`src/rtl/artec_dma_regs.sv`:
```
// APB register block for the AXIS-to-AXI DMA: one-wait-state slave with
// byte strobes and PSLVERR, sticky W1C status and a maskable interrupt.
module artec_dma_regs #(
   parameter logic [31:0] APB_ID        = 32'h0A3D_0001,
   parameter logic [31:0] VERSION       = 32'h0002_0000,
   parameter int          CH_NUM        = 6,
   parameter int          FB_NUM        = 8,
   parameter int          ADDR_W        = 9,
   parameter logic [31:0] DEFAULT_SIZE  = 32'h0000_1000,
   parameter logic [31:0] OFFSET_STRIDE = 32'h0000_1000
) (
   input  logic                 clk,
   input  logic                 rstn,
   input  logic                 psel,
   input  logic                 penable,
   input  logic                 pwrite,
   input  logic [ADDR_W-1:0]    paddr,
   input  logic [31:0]          pwdata,
   input  logic [3:0]           pstrb,
   output logic [31:0]          prdata,
   output logic                 pready,
   output logic                 pslverr,
   output logic                 start_o,
   output logic                 stop_o,
   output logic                 clear_o,
   output logic [FB_NUM*32-1:0] fb_addr_o,
   output logic [31:0]          status_addr_o,
   output logic [CH_NUM-1:0]    ch_enable_o,
   output logic [CH_NUM*32-1:0] ch_size_o,
   output logic [CH_NUM*32-1:0] ch_offset_o,
   output logic                 irq_o,
   input  logic                 finish_i,
   input  logic                 frame_done_i,
   input  logic [31:0]          frame_status_i,
   input  logic [31:0]          frame_number_i,
   input  logic [CH_NUM-1:0]    fifo_ovf_i
);

   logic [FB_NUM-1:0][31:0] fb_q, fb_d;
   logic [CH_NUM-1:0][31:0] size_q, size_d, off_q, off_d;
   logic [31:0]             status_q, status_d;
   logic [CH_NUM-1:0]       chen_q, chen_d, ovf_q, ovf_d;
   logic [2:0]              pend_q, pend_d, mask_q, mask_d;
   logic en_q, en_d, en_dly_q, en_dly_d, clr_q, clr_d, sts_q, sts_d, fin_q, fin_d;
   logic start_q, start_d, stop_q, stop_d, irq_q, irq_d;
   logic pready_q, pready_d, pslverr_q, pslverr_d;
   logic [31:0] prdata_q, prdata_d;

   logic [31:0] widx, bmask, rdata;
   logic        mapped, ro, wr, first, clear_fire;
   logic        unused_addr_lsb;

   assign widx            = 32'(paddr[ADDR_W-1:2]);
   assign unused_addr_lsb = ^paddr[1:0];
   assign bmask           = {{8{pstrb[3]}}, {8{pstrb[2]}}, {8{pstrb[1]}}, {8{pstrb[0]}}};
   assign clear_fire      = clr_q & fin_q;
   // first cycle of an access captures read data; commit happens on the pready cycle
   assign first           = psel & penable & ~pready_q;
   assign wr              = pready_q & psel & penable & pwrite & mapped & ~ro;

   function automatic logic [31:0] merge32(input logic [31:0] old, input logic [31:0] wd,
                                           input logic [31:0] m);
      return (old & ~m) | (wd & m);
   endfunction

   function automatic logic [31:0] rst_off(input int i);
      return OFFSET_STRIDE * 32'(i);
   endfunction

   // address decode and read mux
   always_comb begin
      rdata  = '0;
      mapped = 1'b0;
      ro     = 1'b0;
      case (widx)
         32'd0:  begin mapped = 1'b1; ro = 1'b1; rdata = APB_ID; end
         32'd1:  begin mapped = 1'b1; ro = 1'b1; rdata = VERSION; end
         32'd2:  begin mapped = 1'b1; ro = 1'b1; rdata = {16'(FB_NUM), 16'(CH_NUM)}; end
         32'd3:  begin mapped = 1'b1; rdata = {28'd0, fin_q, sts_q, clr_q, en_q}; end
         32'd4:  begin mapped = 1'b1; ro = 1'b1; rdata = frame_status_i; end
         32'd5:  begin mapped = 1'b1; ro = 1'b1; rdata = frame_number_i; end
         32'd6:  begin mapped = 1'b1; rdata = {29'd0, pend_q}; end
         32'd7:  begin mapped = 1'b1; rdata = {29'd0, mask_q}; end
         32'd8:  begin mapped = 1'b1; rdata = 32'(ovf_q); end
         32'd9:  begin mapped = 1'b1; rdata = status_q; end
         32'd10: begin mapped = 1'b1; rdata = 32'(chen_q); end
         default: ;
      endcase
      for (int i = 0; i < FB_NUM; i++)
         if (widx == 32'(16 + i)) begin mapped = 1'b1; rdata = fb_q[i]; end
      for (int i = 0; i < CH_NUM; i++) begin
         if (widx == 32'(64 + 2 * i)) begin mapped = 1'b1; rdata = size_q[i]; end
         if (widx == 32'(65 + 2 * i)) begin mapped = 1'b1; rdata = off_q[i]; end
      end
   end

   // next-state: writes, then W1C/stsclr, then event sets, then datapath clear
   always_comb begin
      fb_d     = fb_q;
      size_d   = size_q;
      off_d    = off_q;
      status_d = status_q;
      chen_d   = chen_q;
      ovf_d    = ovf_q;
      pend_d   = pend_q;
      mask_d   = mask_q;
      en_d     = en_q;
      en_dly_d = clear_fire ? 1'b0 : en_q;
      clr_d    = clr_q & ~clear_fire;
      sts_d    = 1'b0;
      fin_d    = finish_i;
      start_d  = en_q & ~en_dly_q & ~clear_fire;
      stop_d   = ~en_q & en_dly_q & ~clear_fire;
      irq_d    = |(pend_q & mask_q);
      pready_d = first;
      pslverr_d = first & (pwrite ? (~mapped | ro) : ~mapped);
      prdata_d  = (first & ~pwrite & mapped) ? rdata : 32'd0;

      if (wr) begin
         case (widx)
            32'd3: if (pstrb[0]) begin
               en_d  = pwdata[0];
               clr_d = pwdata[1];
               sts_d = pwdata[2];
            end
            32'd6:  pend_d   = pend_q & ~(pwdata[2:0] & bmask[2:0]);
            32'd7:  mask_d   = (mask_q & ~bmask[2:0]) | (pwdata[2:0] & bmask[2:0]);
            32'd8:  ovf_d    = ovf_q & ~(pwdata[CH_NUM-1:0] & bmask[CH_NUM-1:0]);
            32'd9:  status_d = merge32(status_q, pwdata, bmask);
            32'd10: chen_d   = (chen_q & ~bmask[CH_NUM-1:0]) | (pwdata[CH_NUM-1:0] & bmask[CH_NUM-1:0]);
            default: ;
         endcase
         for (int i = 0; i < FB_NUM; i++)
            if (widx == 32'(16 + i)) fb_d[i] = merge32(fb_q[i], pwdata, bmask);
         for (int i = 0; i < CH_NUM; i++) begin
            if (widx == 32'(64 + 2 * i)) size_d[i] = merge32(size_q[i], pwdata, bmask);
            if (widx == 32'(65 + 2 * i)) off_d[i]  = merge32(off_q[i], pwdata, bmask);
         end
      end

      if (sts_q) begin
         ovf_d  = '0;
         pend_d = '0;
      end
      // events override any clear issued in the same cycle
      pend_d = pend_d | {finish_i & ~fin_q, |fifo_ovf_i, frame_done_i};
      ovf_d  = ovf_d | fifo_ovf_i;

      if (clear_fire) begin
         fb_d     = '0;
         status_d = '0;
         chen_d   = '0;
         ovf_d    = '0;
         pend_d   = '0;
         en_d     = 1'b0;
         for (int i = 0; i < CH_NUM; i++) begin
            size_d[i] = DEFAULT_SIZE;
            off_d[i]  = rst_off(i);
         end
      end
   end

   // register state with synchronous active-low reset
   always_ff @(posedge clk) begin
      if (!rstn) begin
         fb_q      <= '0;
         status_q  <= '0;
         chen_q    <= '0;
         ovf_q     <= '0;
         pend_q    <= '0;
         mask_q    <= '0;
         en_q      <= 1'b0;
         en_dly_q  <= 1'b0;
         clr_q     <= 1'b0;
         sts_q     <= 1'b0;
         fin_q     <= 1'b0;
         start_q   <= 1'b0;
         stop_q    <= 1'b0;
         irq_q     <= 1'b0;
         pready_q  <= 1'b0;
         pslverr_q <= 1'b0;
         prdata_q  <= '0;
         for (int i = 0; i < CH_NUM; i++) begin
            size_q[i] <= DEFAULT_SIZE;
            off_q[i]  <= rst_off(i);
         end
      end else begin
         fb_q      <= fb_d;
         size_q    <= size_d;
         off_q     <= off_d;
         status_q  <= status_d;
         chen_q    <= chen_d;
         ovf_q     <= ovf_d;
         pend_q    <= pend_d;
         mask_q    <= mask_d;
         en_q      <= en_d;
         en_dly_q  <= en_dly_d;
         clr_q     <= clr_d;
         sts_q     <= sts_d;
         fin_q     <= fin_d;
         start_q   <= start_d;
         stop_q    <= stop_d;
         irq_q     <= irq_d;
         pready_q  <= pready_d;
         pslverr_q <= pslverr_d;
         prdata_q  <= prdata_d;
      end
   end

   assign prdata        = prdata_q;
   assign pready        = pready_q;
   assign pslverr       = pslverr_q;
   assign start_o       = start_q;
   assign stop_o        = stop_q;
   assign clear_o       = clear_fire;
   assign fb_addr_o     = fb_q;
   assign status_addr_o = status_q;
   assign ch_enable_o   = chen_q;
   assign ch_size_o     = size_q;
   assign ch_offset_o   = off_q;
   assign irq_o         = irq_q;

endmodule

```
`config.mk`:
```
export PLATFORM = sky130hd
export DESIGN_NAME = artec_dma_regs
export DESIGN_NICKNAME = d
export VERILOG_FILES = /design/src/rtl/artec_dma_regs.sv
export SDC_FILE = /design/constraint.sdc
export NUM_CORES = 2
export LEC_CHECK = 0
export CORE_AREA = 5 5 327 329
export DETAILED_ROUTE_END_ITERATION = 10
export DIE_AREA = 0 0 332 334
export GPL_ROUTABILITY_DRIVEN = 1
export GPL_TIMING_DRIVEN = 0
export SYNTH_ARGS = -nofsm -noshare
export SYNTH_HDL_FRONTEND = slang
export SYNTH_SLANG_ARGS = --single-unit
```
`constraint.sdc`:
```
create_clock -name clk -period 3.13 [get_ports clk]
set_input_delay 0.313 -clock clk [delete_from_list [all_inputs] [get_ports clk]]
set_output_delay 0.313 -clock clk [all_outputs]
set_load 0.1 [all_outputs]
```
After elaboration in Yosys (flattened, before gate mapping)
Cells that the tools add are included.

word-level totals
  bits of input ports = 122
  bits in registers = 732
  word-level logic and storage cells = 237

operators by class
  eq/ne operators = 30
  bitwise logic cells = 86
  reductions and logical operators = 32
  muxes and demuxes = 53

operators by type and width
  operator            count
  $and 32x32->32      22
  $or 32x32->32       21
  $mux 32             20
  $pmux 32 s11        1
  $eq 7x7->1 const B  12
  $eq 7x5->1 const B  8
  $reduce_and 2->1    24
  $logic_not 32->1    1
  $not 32->32         1
  $eq 7x3->1 const B  4
  $mux 1              26
  $eq 7x4->1 const B  3
  $and 6x6->6         3
  $mux 6              3
  $and 1x1->1         17
  $eq 7x2->1 const B  2
  $and 3x3->3         4
  $not 6->6           2
  $or 6x6->6          2
  $reduce_or 11->1    1
  $mux 3              3
  $not 1->1           9
  $eq 7x1->1 const B  1
  $not 3->3           2
  8 further kinds     9

Logic depth before layout (Yosys ltp)
  word-level depth = 28
  depth in mapped cells = 12
  mapped depth without buffers = 6

Worst setup path before layout
Ideal clock, no wire load.

  path kind = flip-flop to flip-flop
  start = register pready_q, in the netlist pready
  end = register (tool-made name)
  library setup time = 0.128 ns
  path slack = 0.575 ns
  arrival time = 2.426 ns
  period minus slack after synthesis = 2.555 ns
  stages on the path, launching flop included = 9
  cell sequence = dfxtp_1 nand4_1 a21o_1 a211oi_4 buf_2 nand2_1 clkbuf_1 nand3_1 o21ai_0

RTL lines
  what                      line  source
  start: declaration        46    logic pready_q, pready_d, pslverr_q, pslverr_d;
  start signal: assignment  204   pready_q <= pready_d;

Final worst setup path
  start = input port paddr[2]
  end = register prdata_q[3], in the netlist prdata[3]

between the ends
  cells in the longest elaborated chain, start to end = 25

RTL lines
  what                                            line  source
  start: declaration                              17    input logic [ADDR_W-1:0] paddr,
  $logic_not 32->1, or another cell as far along  75    case (widx)
  $reduce_or 11->1 (no source line)               n/a
  $mux 1                                          75
  $mux 1 (8 in series)                            90    if (widx == 32'(16 + i)) begin mapped = 1'b1; rdata = fb_q[i]; end
  $mux 1                                          92    if (widx == 32'(64 + 2 * i)) begin mapped = 1'b1; rdata = size_q[i]; end
  $mux 1                                          93    if (widx == 32'(65 + 2 * i)) begin mapped = 1'b1; rdata = off_q[i]; end
  $mux 1                                          92
  $mux 1                                          93
  [2 not listed]                                  n/a
  $mux 1                                          92
  $mux 1                                          93
  $mux 1                                          92
  $mux 1                                          93
  $mux 1                                          92
  $mux 1                                          93
  $and 1x1->1                                     117   prdata_d = (first & ~pwrite & mapped) ? rdata : 32'd0;
  $reduce_and 2->1 (no source line)               n/a
  end signal: assignment                          206   prdata_q <= prdata_d;
  end: declaration                                47    logic [31:0] prdata_q, prdata_d;

Several ways; a longest one is shown, not always the timed one.
A chain may end at the register's enable or synchronous reset.

==> impl_metrics.env <==
export IMPL_count_of_cells_along_the_worst_register_to_register_path=8
export IMPL_synth_async_reset_ratio=0
export IMPL_cts_buffers=86
export IMPL_postSynthCellCount=3835
export IMPL_clock_skew_final_ps=39.8
export IMPL_worstPathCellList="clkdlybuf4s50_1 -> buf_2 -> clkbuf_4 -> nand2b_1 -> buf_2 -> buf_4 -> buf_4 -> o22ai_1 -> a22oi_1 -> a211oi_4 -> nor2_1"
export IMPL_worstPathRequired_ps=3740
export IMPL_tightest_slew_ps=1600
export IMPL_fillCellCount=10300
export IMPL_cp_data_arrival_time_ps=3950
export IMPL_via_count=41500
export IMPL_design_portCount=838
export IMPL_htree_num_levels=3
export IMPL_post_dp_hpwl_um=208000
export IMPL_end_kind="flop"
export IMPL_gpl_final_weighted_congestion=1.06
export IMPL_timing_final_hold_violations=0
export IMPL_number_of_nets_with_antenna_violations_after_routing=0
export IMPL_combined_area_of_all_synthesized_cells_mm2=0.0315
export IMPL_initial_core_util=0.305
export IMPL_insertion_delay_ps=720
export IMPL_holdPathStages=2
export IMPL_synth_top_flop_cell="sky130_fd_sc_hd__dfxtp_1"
export IMPL_drt_iter0_drc=7373
export IMPL_max_cap_viol_count=1
export IMPL_hold_path_class="in2reg"
export IMPL_overflow=0
export IMPL_layout_area_seq_mm2=0.0147
export IMPL_syn_area_per_cell_um2=8.20
export IMPL_routed_wl_um=271000
export IMPL_final_min_period_over_clock_period=1.07
export IMPL_route_detailed_drc=0
export IMPL_timing_worst_setup_path_type="in2reg"
export IMPL_numPortBuffers=833
export IMPL_worst_path_max_fanout=10
export IMPL_ys_warnings_count=0
export IMPL_power_density_mw_per_mm2=492
export IMPL_timing_fmax_mhz=299
export IMPL_cts_clk_slew_worst_paths_ps=60
export IMPL_slew_headroom=-0.0648
export IMPL_number_of_flops_mapped_to_enable_cells_by_yosys=0
export IMPL_area_growth_pct=46.5
export IMPL_yosysSeqAreaShare=0.466
export IMPL_detail_route_first_pass_iterations=7
export IMPL_cts_root_to_sink_buffers=3
export IMPL_final_min_clock_period_ps=3340
export IMPL_final_setup_worst_slack_ps=-210
export IMPL_post_synth_top_area_fraction=0.466
export IMPL_failed_checks="capacitance limit, slew limit, setup timing"
export IMPL_synth_cell_types=79
export IMPL_worst_setup_start_kind="input pin"
export IMPL_floorplan_die_width_um=332
export IMPL_tritoncts="yes"
export IMPL_clock_tree_root_cell="sky130_fd_sc_hd__clkbuf_16"
export IMPL_viasPerCell=6.63
export IMPL_timing_hold_ws_ps=247
export IMPL_peakVddDrop_uv=336
export IMPL_fp_dieArea_mm2=0.111
export IMPL_synthTopCellsByCount="sky130_fd_sc_hd__o21ai_0 (784), sky130_fd_sc_hd__dfxtp_1 (732), sky130_fd_sc_hd__nand3_1 (712), sky130_fd_sc_hd__clkbuf_1 (273), sky130_fd_sc_hd__nand2_1 (238)"
export IMPL_floorplan_die_height_um=334
export IMPL_synthesized_flop_and_latch_total=732
export IMPL_routedWlPerCell_um=43.4
export IMPL_num_rows=118
export IMPL_grt_max_degree=13
export IMPL_grt_pass1_wl_um=350000
export IMPL_number_of_global_route_vias_before_repair=38000
export IMPL_synth_fp_nets=3957
export IMPL_timing_final_max_slew_violations=11
export IMPL_setup_violations_final=47
export IMPL_synthMostInstantiatedCell="sky130_fd_sc_hd__o21ai_0"
export IMPL_finish_net_count=4911
export IMPL_cts_sink_count=732
export IMPL_share_of_post_route_cells_with_drive_strength_above_1=0.110
export IMPL_cpPeakStageDelay_ps=590
export IMPL_outcome="complete, but fails checks"
export IMPL_grt_antenna_before_repair=26
export IMPL_finalPower_mw=22.7
export IMPL_worst_path_max_delay_cell="sky130_fd_sc_hd__buf_2"
export IMPL_synthDominantAreaCellType="sky130_fd_sc_hd__dfxtp_1"
export IMPL_ctsHoldBuffers=0
export IMPL_static_leakage_power_nw=15.6
export IMPL_layout_cell_area_non_filler_mm2=0.0461
export IMPL_groute_usage_overall=0.459
export IMPL_core_region_area_mm2=0.103
export IMPL_synth_top_cells_by_area="sky130_fd_sc_hd__dfxtp_1 (47%), sky130_fd_sc_hd__o21ai_0 (12%), sky130_fd_sc_hd__nand3_1 (11%)"
export IMPL_placed_cell_area_mm2=0.0417
export IMPL_multiInputGateArea_mm2=0.0158
==> cell families after synthesis <==
kind of cell	synth area share
and+or+nand+nor	0.189
muxes	0.0334
buffers and inverters	0.0513
DFF	0.466
AOI/OAI and AO/OA	0.260
==> routing by layer <==
layer,vias up,wire length (um),GRT usage
met5,-,97,0
met4,14,26500,0.343
met3,1166,39700,0.197
met2,3974,110000,0.666
met1,20200,95600,0.538
li1,16200,-,-
==> timing repair <==
item	in CTS	in global routing
pin swaps	12	10
resized for setup	342	111
setup buffers	22	9
setup endpoints to repair	721	501
==> worst max-delay path, delay by kind of cell <==
kind,cells,cell delay [ps]
AOI/OAI and AO/OA,3,850
and+or+nand+nor,2,300
buffers and inverters,6,2460
==> per-stage QoR <==
step / worst slack [ps] / utilization / setup TNS (ps) / instances
2_1_floorplan: 575 / - / 0 / 3835
3_3_place_gp: -3290 / 0.402 / -1055800 / 6048
3_5_place_dp: -2770 / 0.404 / -1031780 / 6056
4_1_cts: -59.4 / 0.443 / -59.4 / 6227
5_1_grt: -5.99 / 0.446 / -6.74 / 6240
6_report: -210 / 0.447 / -2710 / 6255
==> layout by cell type (no fill, tap or decap), drive strengths merged, types with 46 or more instances in the layout <==
cell type	synthesis	final
clkdlybuf4s50	0	833
o21ai	797	797
dfxtp	732	732
nand3	712	712
clkbuf	273	394
nand2	238	238
buf	126	156
a21oi	127	127
nor2	120	120
o22ai	95	95
mux2i	52	52
mux2	47	47
a22oi	46	46
==> path summary, 6_finish.rpt <==
kind | startpoint | to | slack, ps
worst max register to register | fin_q | flop | -20
worst min-delay path | finish_i | fin_q | 250
worst min register to register | en_dly_q | start_o | 410
worst max-delay path | paddr[2] | prdata[3] | -210
==> power by group <==
part / internal (mW) / total [mW] / leakage (nW) / switching (mW)
clock: 6.67 / 11.2 / 1.51 / 4.51
sequential: 9.32 / 9.33 / 5.90 / 0.00823
combinational: 0.489 / 2.16 / 8.21 / 1.67
==> final cells by class <==
cell class	instances	area share
Multi-Input combinational cell	2691	0.342
Timing Repair Buffer	872	0.189
Antenna cell	19	0.00103
Sequential cell	732	0.318
Tap cell	1380	0.0375
Clock buffer	125	0.0565
Clock inverter	30	0.00983
Inverter	13	0.00114
Buffer	393	0.0450
Note: power is estimated with default switching activity, not from simulation.
